`config.mk`:
```
export PLATFORM = sky130hd
export DESIGN_NAME = flag_selector
export DESIGN_NICKNAME = d
export VERILOG_FILES = /design/src/rtl/flag_selector_pkg.sv /design/src/rtl/flag_button.sv /design/src/rtl/flag_selector.sv
export SDC_FILE = /design/constraint.sdc
export NUM_CORES = 1
export LEC_CHECK = 0
export CORE_ASPECT_RATIO = 0.9
export CORE_MARGIN = 2
export CORE_UTILIZATION = 36
export DETAILED_ROUTE_END_ITERATION = 8
export PLACE_DENSITY = 0.56
export SLEW_MARGIN = 40
export SYNTH_ARGS = -nofsm -noshare
export SYNTH_HDL_FRONTEND = slang
export SYNTH_SLANG_ARGS = --single-unit
```
`constraint.sdc`:
```
create_clock -name clk -period 2.9 [get_ports clk]
set_clock_uncertainty 0.15 [all_clocks]
set_input_delay 0.58 -clock clk [delete_from_list [all_inputs] [get_ports clk]]
set_output_delay 0.58 -clock clk [all_outputs]
set_load 0.005 [all_outputs]
```
`src/rtl/flag_selector_pkg.sv`:
```
// flag_selector_pkg: shared selector width and button state encoding
package flag_selector_pkg;
  localparam int SEL_W = 7;
  typedef enum logic [1:0] {RELEASED, ARMED, HELD, REPEATING} btn_state_e;
endpackage

```
`src/rtl/flag_button.sv`:
```
// flag_button: synchronized push-button to debounced auto-repeating frame-rate step events
module flag_button
  import flag_selector_pkg::*;
#(
  parameter int REPEAT_DELAY = 30,
  parameter int REPEAT_RATE  = 8
) (
  input  logic clk,
  input  logic rst,
  input  logic frame_start,
  input  logic btn,
  output logic ev
);
  logic sync1_q, sync2_q;
  btn_state_e state_q, state_d;
  logic [5:0] cnt_q, cnt_d;
  always_ff @(posedge clk) begin
    if (rst) begin
      sync1_q <= 1'b0;
      sync2_q <= 1'b0;
      state_q <= RELEASED;
      cnt_q   <= '0;
    end else begin
      sync1_q <= btn;
      sync2_q <= sync1_q;
      state_q <= state_d;
      cnt_q   <= cnt_d;
    end
  end
  always_comb begin
    state_d = state_q;
    cnt_d   = cnt_q;
    ev      = 1'b0;
    if (frame_start) begin
      if (!sync2_q) state_d = RELEASED;
      else case (state_q)
        RELEASED: state_d = ARMED;
        ARMED: begin
          state_d = HELD;
          ev      = 1'b1;
          cnt_d   = '0;
        end
        HELD: begin
          ev      = cnt_q == 6'(REPEAT_DELAY - 1);
          cnt_d   = ev ? '0 : cnt_q + 6'd1;
          state_d = ev ? REPEATING : HELD;
        end
        default: begin
          ev    = cnt_q == 6'(REPEAT_RATE - 1);
          cnt_d = ev ? '0 : cnt_q + 6'd1;
        end
      endcase
    end
  end
endmodule

```
`src/rtl/flag_selector.sv`:
```
// flag_selector: frame-synchronous flag index from next/prev buttons and slideshow timer
module flag_selector
  import flag_selector_pkg::*;
#(
  parameter int AUTO_FRAMES  = 300,
  parameter int REPEAT_DELAY = 30,
  parameter int REPEAT_RATE  = 8
) (
  input  logic             clk,
  input  logic             rst,
  input  logic             frame_start,
  input  logic             btn_next,
  input  logic             btn_prev,
  input  logic             auto_en,
  input  logic [SEL_W-1:0] max,
  output logic [SEL_W-1:0] selector,
  output logic             changed
);
  logic next_ev, prev_ev, manual, auto_fire;
  logic [SEL_W-1:0] sel_q, sel_d, inc, dec;
  logic [8:0] auto_q, auto_d;
  logic changed_q, changed_d;
  flag_button #(.REPEAT_DELAY(REPEAT_DELAY), .REPEAT_RATE(REPEAT_RATE)) u_next (
    .clk(clk), .rst(rst), .frame_start(frame_start), .btn(btn_next), .ev(next_ev)
  );
  flag_button #(.REPEAT_DELAY(REPEAT_DELAY), .REPEAT_RATE(REPEAT_RATE)) u_prev (
    .clk(clk), .rst(rst), .frame_start(frame_start), .btn(btn_prev), .ev(prev_ev)
  );
  always_comb begin
    manual    = next_ev | prev_ev;
    auto_fire = auto_en && !manual && auto_q == 9'(AUTO_FRAMES - 1);
    auto_d    = (!auto_en || manual) ? '0 :
                !frame_start         ? auto_q :
                auto_fire            ? '0 : auto_q + 9'd1;
    inc       = (sel_q == max) ? '0 : sel_q + 7'd1;
    dec       = (sel_q == '0) ? max : sel_q - 7'd1;
    sel_d     = !frame_start          ? sel_q :
                sel_q > max           ? '0 :
                (next_ev && prev_ev)  ? sel_q :
                next_ev               ? inc :
                prev_ev               ? dec :
                auto_fire             ? inc : sel_q;
    changed_d = sel_d != sel_q;
  end
  always_ff @(posedge clk) begin
    if (rst) begin
      sel_q     <= '0;
      auto_q    <= '0;
      changed_q <= 1'b0;
    end else begin
      sel_q     <= sel_d;
      auto_q    <= auto_d;
      changed_q <= changed_d;
    end
  end
  assign selector = sel_q;
  assign changed  = changed_q;
endmodule
```
### Yosys cells after proc, flatten, opt, wreduce, memory -nomap -nowiden

Cells that the tools add are included.

* flip-flop bits (word level): 37
* logic and storage cells: 74
* output and inout port bits: 8

* $lt $le $gt $ge: 1
* bitwise logic cells: 3
* multiplexer cells: 27
* equal/unequal tests: 13
* reductions and logical operators: 14
* add/subtract/negate cells: 5

Operator list (count)
* $mux W7: 8
* $pmux W6 S3: 2
* $mux W6: 4
* $add A6 B1 Y6 const B: 2
* $eq A6 B3 Y1 const B: 2
* $eq A6 B5 Y1 const B: 2
* $pmux W2 S3: 2
* $add A9 B1 Y9 const B: 1
* $eq A9 B9 Y1 const B: 1
* $mux W9: 1
* $ne A4 B4 Y1 const B: 2
* $add A7 B1 Y7 const B: 1
* $eq A7 B7 Y1: 1
* $gt A7 B7 Y1: 1
* $logic_not A7 Y1: 1
* $ne A7 B7 Y1: 1
* $sub A7 B1 Y7 const B: 1
* $mux W1: 6
* $pmux W1 S3: 2
* $reduce_and A3 Y1: 2
* $eq A2 B1 Y1 const B: 2
* $eq A2 B2 Y1 const B: 2
* $logic_not A2 Y1: 2
* $mux W2: 2
* other kinds (7): 12

### Longest topological paths before layout

* depth in word-level cells: 15
* gate-level depth with buffers: 12
* depth with buffers taken out: 10

### Modules after synthesis

A second synthesis with hierarchy kept.

* cells, all modules: 347
* area, all modules: 2820.2 sq um

Modules (own cells, without submodules)
* flag_selector: area an instance 1676.6 sq um, seq. area each 340.3 sq um, cells an instance 219, instances 1
* flag_button: area an instance 571.8 sq um, seq. area each 200.2 sq um, cells an instance 64, instances 2

### Worst setup path after synthesis

No wires, ideal clock.

* kind: register to register
* start point: reg sel_q[0], in the netlist selector[0]
* end point: reg changed_q, in the netlist changed
* clock period less this slack: 3.058 ns
* path slack: -0.158 ns
* path buffers: 2
* arrival time: 2.769 ns
* setup time: 0.139 ns
* cell stages (with the launch flop): 13
* cells stage by stage: dfxtp_1 buf_6 inv_1 ha_1 or4b_4 or3_1 buf_6 mux2i_1 mux2i_1 o221ai_1 a22o_1 a2111oi_4 a41oi_2

* cells in the longest elaborated chain, start to end: 9
* elaborated cells on any way between the ends: 14
* classes of those cells: add/sub: 2; order compare: 1; eq/ne: 2; mux: 8; reduce/logical: 1

Ends and longest elaborated chain
* from (decl): RTL line flag_selector.sv:20 `logic [SEL_W-1:0] sel_q, sel_d, inc, dec;`
* from (signal assigned): RTL line flag_selector.sv:51 `sel_q <= sel_d;`
* $add A7 B1 Y7 or $eq A7 B7 Y1 (tied branches): RTL line flag_selector.sv:35 `inc = (sel_q == max) ? '0 : sel_q + 7'd1;`
* $mux W7: RTL line flag_selector.sv:35
* $mux W7: RTL line flag_selector.sv:42 `auto_fire ? inc : sel_q;`
* $mux W7: RTL line flag_selector.sv:41 `prev_ev ? dec :`
* $mux W7: RTL line flag_selector.sv:40 `next_ev ? inc :`
* $mux W7: RTL line flag_selector.sv:39 `(next_ev && prev_ev) ? sel_q :`
* $mux W7: RTL line flag_selector.sv:38 `sel_q > max ? '0 :`
* $mux W7: RTL line flag_selector.sv:37 `sel_d = !frame_start ? sel_q :`
* $ne A7 B7 Y1 (*): RTL line flag_selector.sv:43 `changed_d = sel_d != sel_q;`
* to (signal assigned): RTL line flag_selector.sv:53 `changed_q <= changed_d;`
* to (decl): RTL line flag_selector.sv:22 `logic changed_q, changed_d;`

Every way passes the cells marked *; elsewhere a longest branch is shown, timed or not.
A chain may end at the register's enable or synchronous reset.

### Final worst setup path

Same ends and word-level chain as after synthesis.

==> summary.txt <==
hold depth: 1
Finished Layout Cells: 535
#FFs+latches synth: 37
Syn-to-layout area delta: 35.0%
clk slew on worst S/H paths: 0.08 ns
final setup TNS: 0 ns
YS warnings: 0
min-delay src: u_next.sync1_q
largest net degree at the start of global routing: 24
Top Ports: 21
vias in the first global route: 2741
grt ovf: 0
placed wire-length estimate: 5910 µm
vias per cell: 5.34
r2r startpoint: selector[0]
CTS tree: done
prevailing post-synth register cell: dfxtp_1
WL/cell: 15.1 µm
share of cells above drive strength 1: 29.6%
Syn Inst Count: 357
kind of critical path: reg -> reg
CTS sink count: 37
crit path cell chain: inv_4 -> ha_4 -> or4b_4 -> or3_4 -> buf_6 -> a31oi_4 -> o221ai_4 -> a22o_1 -> a2111oi_4 -> a41oi_2
Chip Height: 88.3 µm
CTS buffer count: 5
max-cap viol count: 0
Max Slew Vio Count: 0
htree depth: 2
DRC viols: 0
hold_buf cts: 0
Synth area leader: dfxtp_1
setup ws final: 0.0626 ns
final setup vio count: 0
DP Worst Slack: -0.549 ns
count of cell types in the netlist: 64
number of synthesized flops with an enable pin: 0
global-route wire length before repair: 13500 µm
Seq/Total Area, Yosys: 26.0%
status: finished, final reports clean
ys async rst share: 0%
Hold Crit Endpoint: u_next.sync2_q
Post-Synthesis Cell Area: 0.00284 mm²
Max FO, Critical Path: 3
antenna-violating nets left: 0
Slowest cell on crit path: or4b_4
final cycle utilization of the critical path: 97.8%
CP arrival: 2.85 ns
most frequent cells in the layout: 62 x buf_4, 57 x nor2_1, 33 x dfxtp_1, 28 x nand2_1, 23 x a21oi_1
Worst VDD drop: 0.000226 V
cells taking the most area after synthesis: dfxtp_1 26%, ha_1 9.7%, nor2_1 7.5%, a21oi_1 4.6%, nand2_1 3.8%
f_max: 352 MHz
commonest non-fill, non-tap cell in the layout: buf_4
CP required: 2.92 ns
final wirelength: 8060 µm
nets@finish: 473
Starting Density: 37.3%
# port buffers: 20
vias: 2856
Buf/Inv on CP: 2
synthesized area per cell: 7.97 µm²
GRT Util Overall: 19.3%
CP max stage delay: 0.48 ns
CTS Buffer Depth: 2
initial antenna violation count: 0
reg2reg setup slack: 0.06 ns
final hold slack: 0.286 ns
Clock Tree Root: clkbuf_8
Core ar.: 0.00762 mm²
final hold violation count: 0
Synth top area share: 26.0%
Rows: 30
critical path capture point type: register
delay-heaviest family, CP: compound AO/OA/AOI/OAI gates
gpl congestion: 0.911
pwr dens: 262 mW/mm²
Ant. Diodes: 0
Mapped Nets: 392
Tightest Pin Transition: 0.659 ns
Chip Width: 97.7 µm
Hold Path Class: reg -> reg
Initial DRC Count: 152
Final Core Density: 50.4%
die area: 0.00863 mm²
cell count of the worst reg-to-reg path: 10
Slew headroom: 55.5%
reg-to-reg critical path endpoint: changed
RSZ-0062 raised after global routing: yes
Pleak: 1.51 nW
Placed Cells incl. Taps: 520
Startpoint Class: register
Clk Latency, worst-skew pair: 0.29 ns
post-layout min period: 2.84 ns
Pre-antenna DRT Iters: 4
-- state kept, by name (all words and copies together) (netlist names), 2 cells and up --
register / cells
u_next.cnt_q: 6
u_next.state_q: 2
auto_q: 9
selector: 7
u_prev.cnt_q: 6
u_prev.state_q: 2
-- what timing repair did --
action                                  in CTS  in global routing
buffers inserted                             3                  4
endpoints found under the setup margin       1                  3
gates resized for setup                     18                 30
pin swaps                                   14                 23
-- layer usage --
layer	global-route usage [%]	up-vias	wire length, µm
li1	-	1444	-
met1	25.0	1330	3830
met2	33.4	69	3740
met3	3.48	13	345
met4	5.68	0	139
met5	0	-	0
-- where the power goes --
group	total (mW)	internal (mW)	switching, mW	leakage [nW]
Sequential	0.516	0.512	0.00340	0.301
Clock	0.364	0.167	0.197	0.0450
Combinational	0.127	0.0624	0.0648	1.16
-- area by class of cell --
| class | count | area [µm²] |
|---|---|---|
| clock buffer | 6 | 72.6 |
| clock inverter | 2 | 10.0 |
| fill | 752 | 3780 |
| inverter | 23 | 88.8 |
| multi-input combinational | 283 | 2050 |
| sequential | 37 | 746 |
| tap | 96 | 120 |
| timing repair buffer | 88 | 748 |
-- synthesized netlist by cell type (3+ instances only) --
| master | count |
|---|---|
| nand3_1 | 12 |
| o211ai_1 | 4 |
| nor3_1 | 14 |
| clkbuf_8 | 4 |
| ha_1 | 22 |
| xnor2_1 | 5 |
| clkbuf_1 | 3 |
| o21ai_0 | 16 |
| nor2b_1 | 6 |
| dfxtp_1 | 37 |
| xor2_1 | 11 |
| and3_2 | 3 |
| nor2_1 | 57 |
| or3_1 | 8 |
| nand2_1 | 29 |
| a21oi_1 | 26 |
| nand4_1 | 9 |
| o41ai_1 | 3 |
| buf_6 | 5 |
| mux2i_1 | 5 |
| inv_1 | 23 |
-- metrics by stage --
| step | cell area (µm²) | total power, mW |
|---|---|---|
| finish | 3840 | 1.01 |
| floorplan | 2860 | 0.590 |
| detailed placement | 3520 | 0.641 |
| global placement | 3520 | 0.641 |
| CTS | 3690 | 1.01 |
| global route | 3840 | 1.06 |
-- kinds of logic after synthesis --
group / count (synthesis) / share of synthesized area [%]
adders and majority gates: 22 / 9.68
AOI/OAI and AO/OA: 85 / 22.8
muxes: 5 / 1.76
buffers and inverters: 37 / 7.70
xor gates and xnor gates: 16 / 4.93
and+or+nand+nor: 155 / 27.1
DFF: 37 / 26.0
-- worst max-delay path by stage --
stage                start      end  slack (ns)  cells after the start
6_report       selector[0]  changed        0.06                     10
5_1_grt        selector[0]  changed       -0.01                     10
4_1_cts        selector[0]  changed     0.00004                     11
3_5_place_dp        max[4]  changed       -0.55                     11
3_3_place_gp        max[6]  changed       -0.46                     11
2_1_floorplan  selector[0]  changed       -0.09                     12
(Power assumes the default switching activity.)
